`config.mk`:
```
export PLATFORM = sky130hd
export DESIGN_NAME = imem_boot_loader
export DESIGN_NICKNAME = d
export VERILOG_FILES = /design/src/rtl/riscv_pkg.sv /design/src/rtl/imem_boot_loader_byte_packer.sv /design/src/rtl/imem_boot_loader.sv
export SDC_FILE = /design/constraint.sdc
export NUM_CORES = 1
export LEC_CHECK = 0
export ABC_AREA = 0
export CAP_MARGIN = 10
export CORE_ASPECT_RATIO = 1.4
export CORE_MARGIN = 5
export CORE_UTILIZATION = 45
export CTS_BUF_LIST = sky130_fd_sc_hd__clkbuf_4
export CTS_CLUSTER_SIZE = 30
export DETAILED_ROUTE_END_ITERATION = 10
export PLACE_DENSITY = 0.78
export SETUP_SLACK_MARGIN = 0.1
export SLEW_MARGIN = 30
export SYNTH_ARGS = -nofsm -noshare
export SYNTH_HDL_FRONTEND = slang
export SYNTH_HIERARCHICAL = 1
export SYNTH_SLANG_ARGS = --single-unit
```
`constraint.sdc`:
```
create_clock -name clk -period 3.1 [get_ports clk]
set_input_delay 0.62 -clock clk [delete_from_list [all_inputs] [get_ports clk]]
set_output_delay 0.62 -clock clk [all_outputs]
set_load 0.01 [all_outputs]
```
`src/rtl/riscv_pkg.sv`:
```
// Shared constants and FSM state encoding for the IMEM boot loader and IMEM block.
package riscv_pkg;
  localparam int          IMEM_DEPTH = 64;
  localparam int          IMEM_AW    = 6;
  localparam logic [31:0] NOP_WORD   = 32'h0000_0013;  // addi x0,x0,0

  typedef enum logic [1:0] {
    ST_HOLD = 2'd0,
    ST_LOAD = 2'd1,
    ST_DONE = 2'd2,
    ST_RUN  = 2'd3
  } ld_state_e;
endpackage

```
`src/rtl/imem_boot_loader_byte_packer.sv`:
```
// Collects little-endian bytes from a valid/ready stream into 32-bit words.
// A completed word is presented for exactly one cycle on o_word_vld.
module byte_packer (
  input  logic        clk,
  input  logic        rst,
  input  logic        i_clr,
  input  logic        i_valid,
  input  logic        i_ready,
  input  logic [7:0]  i_data,
  output logic [31:0] o_word,
  output logic        o_word_vld,
  output logic [1:0]  o_byte_idx
);
  logic [23:0] r_acc;
  logic [1:0]  r_idx;
  logic [31:0] r_word;
  logic        r_word_vld;
  logic        w_take;

  assign w_take     = i_valid && i_ready;
  assign o_word     = r_word;
  assign o_word_vld = r_word_vld;
  assign o_byte_idx = r_idx;

  // Byte accumulation; the 4th byte completes the word and fires a one-cycle strobe.
  always_ff @(posedge clk) begin
    if (rst) begin
      r_acc      <= '0;
      r_idx      <= '0;
      r_word     <= '0;
      r_word_vld <= 1'b0;
    end else begin
      r_word_vld <= 1'b0;
      if (i_clr) begin
        r_acc <= '0;
        r_idx <= '0;
      end else if (w_take) begin
        case (r_idx)
          2'd0: r_acc[7:0]   <= i_data;
          2'd1: r_acc[15:8]  <= i_data;
          2'd2: r_acc[23:16] <= i_data;
          default: begin
            r_word     <= {i_data, r_acc};
            r_word_vld <= 1'b1;
            r_acc      <= '0;
          end
        endcase
        r_idx <= r_idx + 2'd1;
      end
    end
  end
endmodule

```
`src/rtl/imem_boot_loader.sv`:
```
// Boot/reload loader: owns the IMEM write port, holds the core in reset while
// a program is streamed in, and steers the IMEM read port to fetch only in RUN.
module imem_boot_loader
  import riscv_pkg::*;
#(
  parameter int          DEPTH     = IMEM_DEPTH,
  parameter int          AW        = IMEM_AW,
  parameter logic [31:0] NOP_INSTR = NOP_WORD
) (
  input  logic          clk,
  input  logic          rst,
  input  logic          ld_start,
  input  logic [AW:0]   ld_words,
  input  logic          ld_valid,
  input  logic [7:0]    ld_data,
  output logic          ld_ready,
  input  logic [31:0]   fetch_addr,
  output logic [31:0]   fetch_instr,
  input  logic [31:0]   imem_rd,
  output logic [31:0]   imem_addr,
  output logic          imem_we,
  output logic [AW-1:0] imem_waddr,
  output logic [31:0]   imem_wdata,
  output logic          core_rst,
  output logic          busy,
  output logic          load_done,
  output logic [31:0]   checksum
);
  localparam logic [AW:0] LP_DEPTH = DEPTH[AW:0];

  ld_state_e   r_state, w_state_nxt;
  logic [AW:0] r_len;
  logic [AW:0] r_wcnt;
  logic [31:0] r_csum;
  logic        r_ld_ready;

  logic        w_start;
  logic        w_hs;
  logic        w_last_hs;
  logic        w_last_wr;
  logic [31:0] w_word;
  logic        w_word_vld;
  logic [1:0]  w_byte_idx;

  assign w_start   = ld_start && (r_state == ST_HOLD || r_state == ST_RUN);
  assign w_hs      = ld_valid && r_ld_ready;
  // Final byte of the final word: stop accepting so excess bytes stay upstream.
  assign w_last_hs = w_hs && (w_byte_idx == 2'd3) && ((r_wcnt + 1'b1) == r_len);
  assign w_last_wr = w_word_vld && ((r_wcnt + 1'b1) == r_len);

  byte_packer u_packer (
    .clk       (clk),
    .rst       (rst),
    .i_clr     (w_start),
    .i_valid   (ld_valid),
    .i_ready   (r_ld_ready),
    .i_data    (ld_data),
    .o_word    (w_word),
    .o_word_vld(w_word_vld),
    .o_byte_idx(w_byte_idx)
  );

  // State register.
  always_ff @(posedge clk) begin
    if (rst) r_state <= ST_HOLD;
    else     r_state <= w_state_nxt;
  end

  // Next-state logic plus state-decoded outputs and the IMEM read arbitration.
  always_comb begin
    w_state_nxt = r_state;
    core_rst    = 1'b1;
    busy        = 1'b0;
    load_done   = 1'b0;
    imem_addr   = 32'h0;
    fetch_instr = NOP_INSTR;
    case (r_state)
      ST_HOLD: begin
        // A zero-length request still passes through DONE so the handshake completes.
        if (ld_start) w_state_nxt = (ld_words == '0) ? ST_DONE : ST_LOAD;
      end
      ST_LOAD: begin
        busy = 1'b1;
        if (w_last_wr) w_state_nxt = ST_DONE;
      end
      ST_DONE: begin
        busy        = 1'b1;
        load_done   = 1'b1;
        w_state_nxt = ST_RUN;
      end
      default: begin
        core_rst    = 1'b0;
        imem_addr   = fetch_addr;
        fetch_instr = imem_rd;
        if (ld_start) w_state_nxt = (ld_words == '0) ? ST_DONE : ST_LOAD;
      end
    endcase
  end

  // Load bookkeeping: clamped length, word counter and running checksum.
  always_ff @(posedge clk) begin
    if (rst) begin
      r_len  <= '0;
      r_wcnt <= '0;
      r_csum <= '0;
    end else if (w_start) begin
      r_len  <= (ld_words > LP_DEPTH) ? LP_DEPTH : ld_words;
      r_wcnt <= '0;
      r_csum <= '0;
    end else if (w_word_vld) begin
      r_wcnt <= r_wcnt + 1'b1;
      r_csum <= r_csum + w_word;
    end
  end

  // ld_ready: raised on entry to LOAD, dropped after the last needed byte and held low.
  always_ff @(posedge clk) begin
    if (rst)                    r_ld_ready <= 1'b0;
    else if (r_state != ST_LOAD) r_ld_ready <= (w_state_nxt == ST_LOAD);
    else                        r_ld_ready <= r_ld_ready && !w_last_hs && (w_state_nxt == ST_LOAD);
  end

  assign ld_ready   = r_ld_ready;
  assign imem_we    = w_word_vld;
  assign imem_waddr = r_wcnt[AW-1:0];
  assign imem_wdata = w_word;
  assign checksum   = r_csum;
endmodule
```
Yosys cells after proc, flatten, opt, wreduce, memory -nomap -nowiden

Index checks and enable logic that the tools add are counted.

Bits in registers: 108
Input bits: 83
Logic and storage cells: 69

Add/subtract/negate cells: 3
Order comparisons: 1
Equal/unequal tests: 9
Mux-type cells: 15
Bitwise operators: 6
Reductions and logical operators: 24

Operators with widths:

| kind                                                                  | number |
|---|---|
| 32-bit two-way mux                                                    | 2 |
| 8-bit one-hot mux with 2 select lines                                 | 3 |
| 32-bit adder                                                          | 1 |
| 2-bit OR reduction                                                    | 5 |
| 3-bit OR reduction                                                    | 3 |
| 2-bit equality test, second input constant                            | 4 |
| 7-bit by 1-bit adder with 7-bit output, second input constant         | 1 |
| 7-bit equality test                                                   | 1 |
| 7-bit greater-than comparator, second input constant                  | 1 |
| 1-bit logical AND                                                     | 7 |
| 7-bit logical NOT                                                     | 1 |
| 7-bit two-way mux                                                     | 1 |
| 2-bit by 1-bit equality test with 1-bit output, second input constant | 3 |
| 2-bit two-way mux                                                     | 3 |
| 1-bit inverter                                                        | 6 |
| 2-bit AND reduction                                                   | 3 |
| 1-bit two-way mux                                                     | 5 |
| 2-bit logical NOT                                                     | 2 |
| 2-bit one-hot mux with 2 select lines                                 | 1 |
| 3-bit AND reduction                                                   | 1 |
| 2-bit by 1-bit adder with 2-bit output, second input constant         | 1 |
| 2-bit by 1-bit != test with 1-bit output, second input constant       | 1 |
| 1-bit logical NOT                                                     | 1 |
| 1-bit logical OR                                                      | 1 |

Longest topological paths before layout

Gate-level depths: netlist of run 1.

Depth in word-level cells: 8
Gate-level depth with buffers: 12

By module

Netlist of run 1, hierarchy kept.

Modules (own cells, without submodules):

| module           | times used | cells an instance | area an instance (µm²) | sequential area each (µm²) |
|---|---|---|---|---|
| imem_boot_loader | 1          | 515               | 4,023.9                | 980.9 |
| byte_packer      | 1          | 267               | 2,957.8                | 1,181.1 |

Worst setup path before layout of run 1

OpenSTA, ideal clock, no wires.

Path kind: reg2reg
From: register u_packer.r_word[0] (netlist: u_packer/o_word[0])
To: register r_csum[20] (netlist: checksum[20])
Arrival time: 2.473 ns
Required time: 3.038 ns
Path slack: 0.565 ns
Stages on the path, launching flop included: 13
Clock period less this slack: 2.535 ns
Cell sequence: dfxtp_1 > ha_1 > inv_1 > fa_1 > nand2b_1 > a21o_1 > a31oi_2 > o21ai_2 > o21ai_2 > a21bo_2 > a31oi_1 > or4_1 > nand3_1

Longest elaborated chain between the ends: 1

Ends and longest elaborated chain:

| item                   | line                               | source |
|---|---|---|
| start, declared        | imem_boot_loader_byte_packer.sv:16 | `logic [31:0] r_word;` |
| start signal, assigned | imem_boot_loader_byte_packer.sv:43 | `r_word <= {i_data, r_acc};` |
| 32-bit adder           | imem_boot_loader.sv:112            | `r_csum <= r_csum + w_word;` |
| end signal, assigned   | imem_boot_loader.sv:112            |  |
| end, declared          | imem_boot_loader.sv:34             | `logic [31:0] r_csum;` |

Every way passes these cells.
A chain may end at the register's enable or synchronous reset.

Worst setup path in the final report of run 1

From: register r_state[0]
To: output imem_addr[27]

Longest elaborated chain between the ends: 3

Ends and longest elaborated chain:

| item                                        | line                   | source |
|---|---|---|
| start, declared                             | imem_boot_loader.sv:31 | `ld_state_e r_state, w_state_nxt;` |
| start signal, assigned                      | imem_boot_loader.sv:66 | `else r_state <= w_state_nxt;` |
| 2-bit equality test (tied with other cells) | imem_boot_loader.sv:77 | `case (r_state)` |
| 3-bit OR reduction (no line) (*)            | n/a                    |  |
| 32-bit two-way mux (*)                      | imem_boot_loader.sv:77 |  |
| end, declared                               | imem_boot_loader.sv:20 | `output logic [31:0] imem_addr,` |

Mark *: on every way between the ends. The rest lies on a longest branch, timed or not.

==> results of run 1 <==
power by group:
group	switching, mW	internal (mW)	leakage, nW
combinational	0.390	0.376	2.57
clock	0.468	0.168	0.0625
sequential	0.0465	1.43	0.871
total	0.904	1.97	3.50
cells in the mapped netlist (6+ instances only):
master	number
a21oi_1	38
and2_1	63
mux2i_1	48
nor4bb_1	24
nor2_1	56
buf_4	7
dfxtp_1	108
a21o_1	9
nor2b_1	6
o21a_1	8
ha_1	39
xnor2_1	20
nand2_1	26
mux2_1	6
inv_1	16
clkbuf_1	26
o211ai_1	6
xor2_1	20
a31oi_1	8
a211oi_1	9
nand2b_1	73
buf_6	8
buf_2	8
o21ai_0	20
nand3_1	18
mux2_4	16
nor3b_1	25
final timing paths:
path / start / to / slack (ns) / cells past startpoint
worst max register to register: u_packer/o_word[0] / checksum[20] / 0.35 / 12
worst min register to register: u_packer/r_acc[13] / u_packer/o_word[13] / 0.48 / 2
worst min-delay path: u_packer/r_acc[13] / u_packer/o_word[13] / 0.48 / 2
worst max-delay path: r_state[0] / imem_addr[27] / 0.31 / 4
sequential cells by signal, summed over array words and instances, names as in the netlist:
signal,flops
checksum,32
ld_ready,1
r_len,7
r_state,2
r_wcnt,7
u_packer/o_byte_idx,2
u_packer/o_word,32
u_packer/o_word_vld,1
u_packer/r_acc,24
logic make-up after synthesis:
logic type,Yosys count
simple gates,322
compound gates,131
flops,108
mux,72
buf+inv,69
xor+xnor,40
fa+ha+maj,40
layout make-up:
type | instances | area (sq um) | area share, %
clock buffers | 10 | 75.1 | 0.802
multi-input cells | 605 | 4460 | 47.7
diodes | 1 | 2.50 | 0.0267
flip-flops and latches | 108 | 2160 | 23.1
inverters | 17 | 63.8 | 0.682
well taps | 196 | 245 | 2.62
repair buffers | 232 | 2320 | 24.8
clock inverters | 4 | 27.5 | 0.294
routing by layer:
layer  GRT usage [%]  vias up  share of wire [%]
li1                -     3126                  -
met1            29.4     2843                 44
met2            36.1      170                 48
met3            3.35       32                5.0
met4            6.32        0                2.4
met5               0        -                  0
what timing repair did:
action | CTS | global route
gates resized for setup | 0 | 1
hold endpoints to repair | 0 | 0
setup endpoints to repair | 0 | 14
worst register-to-register path, stage by stage, from the launching register on:
cell	delay, ns
dfxtp_1	0.39
ha_1	0.20
inv_1	0.07
fa_1	0.40
nand2b_1	0.18
a21o_1	0.19
a31oi_2	0.20
o21ai_2	0.13
o21ai_2	0.18
a21bo_2	0.17
a31oi_1	0.10
or4_1	0.42
nand3_1	0.08
==> flow_summary.rst, run 1 <==
.. list-table::
   :header-rows: 1

   * - Metric
     - Value
   * - Run status
     - complete, no violations
   * - Max frequency
     - 358 MHz
   * - Kind of critical path
     - flip-flop to primary output
   * - Multiplexer fraction of the synthesized cell area
     - approximately 12%
   * - Total of buffers placed on input and output ports
     - 221
   * - Post-synth top area cell
     - dfxtp_1
   * - Router iterations before antenna repair
     - 7
   * - Slowest stage delay, CP
     - between 0.5 and 0.6 ns
   * - Via count of the first global-routing pass
     - 5,750
   * - Area growth from synthesis to final layout
     - 34.1%
   * - Leakage power summed over all cells
     - 3.50 nW
   * - Worst endpoint required time
     - 2.48 ns
   * - Worst-path maximum fanout
     - 65
   * - Count of mapped cells out of synthesis
     - around 780
   * - ANT nets after route
     - 0
   * - DRC viols
     - 0
   * - Critical path cell sequence
     - ha_1, buf_6, and2_1, clkdlybuf4s50_1
   * - Number of synthesized flops with an enable pin
     - 0
   * - Pins over their slew limit
     - 0
   * - Fraction of post-synthesis cell area in the top cell type by area
     - 31.0%
   * - Post-synthesis instance area
     - 0.00698 sq mm
   * - Maximum vdd ir drop
     - around 0.25 mV
   * - Post-route setup TNS
     - 0 ns
   * - Quantity of hold-fixing buffers added after cts
     - 0
   * - Syn Nets
     - 905
   * - Number of cells in the design after placement
     - between 1,000 and 1,500
   * - Clock network latency to the later pin of the worst-skew pair
     - roughly 0.46 ns
   * - Worst clock skew
     - 0.0182 ns
   * - Class of the most critical hold timing path
     - flip-flop to flip-flop
   * - Vias
     - 6,171
   * - Inserted Clock Buffers
     - 9
   * - Hold slack final
     - 0.477 ns
   * - Post-route insts no fill
     - 1,173
   * - Slew Limit Headroom
     - 64.5%
   * - Iteration-0 DRC count of the detailed router
     - 427
   * - DIE AREA
     - 0.0181 sq mm
   * - Detailed-placement wirelength estimate
     - 16,300 microns
   * - Post-layout instance area
     - 0.00936 sq mm
   * - Fraction of final layout cells with drive strength greater than 1
     - between 5 and 6%
   * - Commonest cells after routing, fill and taps aside
     - 220 x clkdlybuf4s50_1, 107 x dfxtp_1, 73 x nand2b_1
   * - Worst path setup slack after routing
     - 0.310 ns
   * - Most frequent standard cell in the layout excluding fill and tap cells
     - clkdlybuf4s50_1
   * - # rows
     - 54
   * - Area post-placement
     - 0.00925 sq mm
   * - Arrival time at the worst endpoint
     - 2.17 ns
   * - Distinct cell type count after synthesis
     - 67
   * - Routed vias/inst
     - 5.26
   * - Layout fillers
     - 1,378
   * - Total power divided by cell area
     - 307 mW/mm^2
   * - Wire length of the first global-routing pass
     - 31,600 microns
   * - Post-CTS setup buffers
     - 0
   * - Placeable core region
     - 0.0154 sq mm
   * - Crit path capture type
     - primary output
   * - Chip Width
     - around 120 microns
   * - Total count of hold-check failures in the final report
     - 0
   * - Io pins
     - roughly 220
   * - Share of flip-flops with an asynchronous set or reset
     - 0%
   * - Fin util
     - approximately 61%
   * - Buf/Inv on CP
     - 2
   * - Maximum number of pins on one net before global-route repair
     - about 130
   * - TritonCTS sink count
     - 108
   * - Die span in y
     - 157 microns
   * - Number of setup violations in the final report
     - 0
   * - Final critical path time including I/O delays and setup
     - 2.79 ns
   * - Tot GR Track Use
     - 21.9%
   * - Number of H-tree levels
     - 3
   * - Clock Pin Slew Worst Setup and Hold Paths
     - 0.17 ns
   * - Yosys warning total
     - 6
   * - Remaining global-route overflow
     - 0
   * - Number of nets in the finished design
     - 1,096
   * - Worst Setup Start Kind
     - flip-flop
   * - Initial core utilization
     - 45.3%
   * - Setup slack after placement
     - 0.424 ns
   * - #FFs+latches synth
     - 108
   * - Post-layout total power
     - about 2.9 mW
   * - Wire length after detailed routing
     - 20,600 microns
   * - Area fraction in compound gates after synthesis
     - 12.4%
   * - Number of antenna violations at the first check in global routing
     - 1
   * - Area share of and/or/nand/nor cells after synthesis
     - 27.6%
   * - Max cap viols
     - 0
   * - Max Root-Sink Buffers
     - 2
   * - Sequential area share after synthesis
     - a little under a third
   * - CP max-delay cell
     - clkdlybuf4s50_1
   * - Fraction of synthesized cell area in xor and xnor cells
     - under 10%
   * - Dominant combinational cell family by area after synthesis
     - simple AND/OR/NAND/NOR gates
   * - Final weighted congestion of routability-driven global placement
     - 0.872
   * - Family with the most delay on the worst path
     - buffers and inverters
   * - CTS tree
     - done
   * - Post-Synth Adder-Cell Area
     - about 7.3%
   * - Cell chosen for the clock root
     - clkbuf_4
   * - Final worst-path cycle share
     - 90.0%
   * - Slew at the pin closest to its max-slew limit
     - 0.532 ns
   * - Leading cell types by total area after synthesis
     - dfxtp_1 31%, ha_1 7.0%, mux2i_1 6.9%
   * - Wire length per cell after detailed routing
     - between 15 and 20 microns
   * - Most common flop cell mapped by yosys
     - dfxtp_1
   * - RSZ-0062 raised after global routing
     - false
   * - Synthesized area divided by synthesized cell count
     - approximately 9 sq um
No activity file was read; power rests on OpenSTA's default activity.
==> inputs of run 2 (changes only) <==
CTS_CLUSTER_DIAMETER = 30   (was default)
==> results of run 2 <==
Final layout, timing and power as in run 1 (identical DEF).
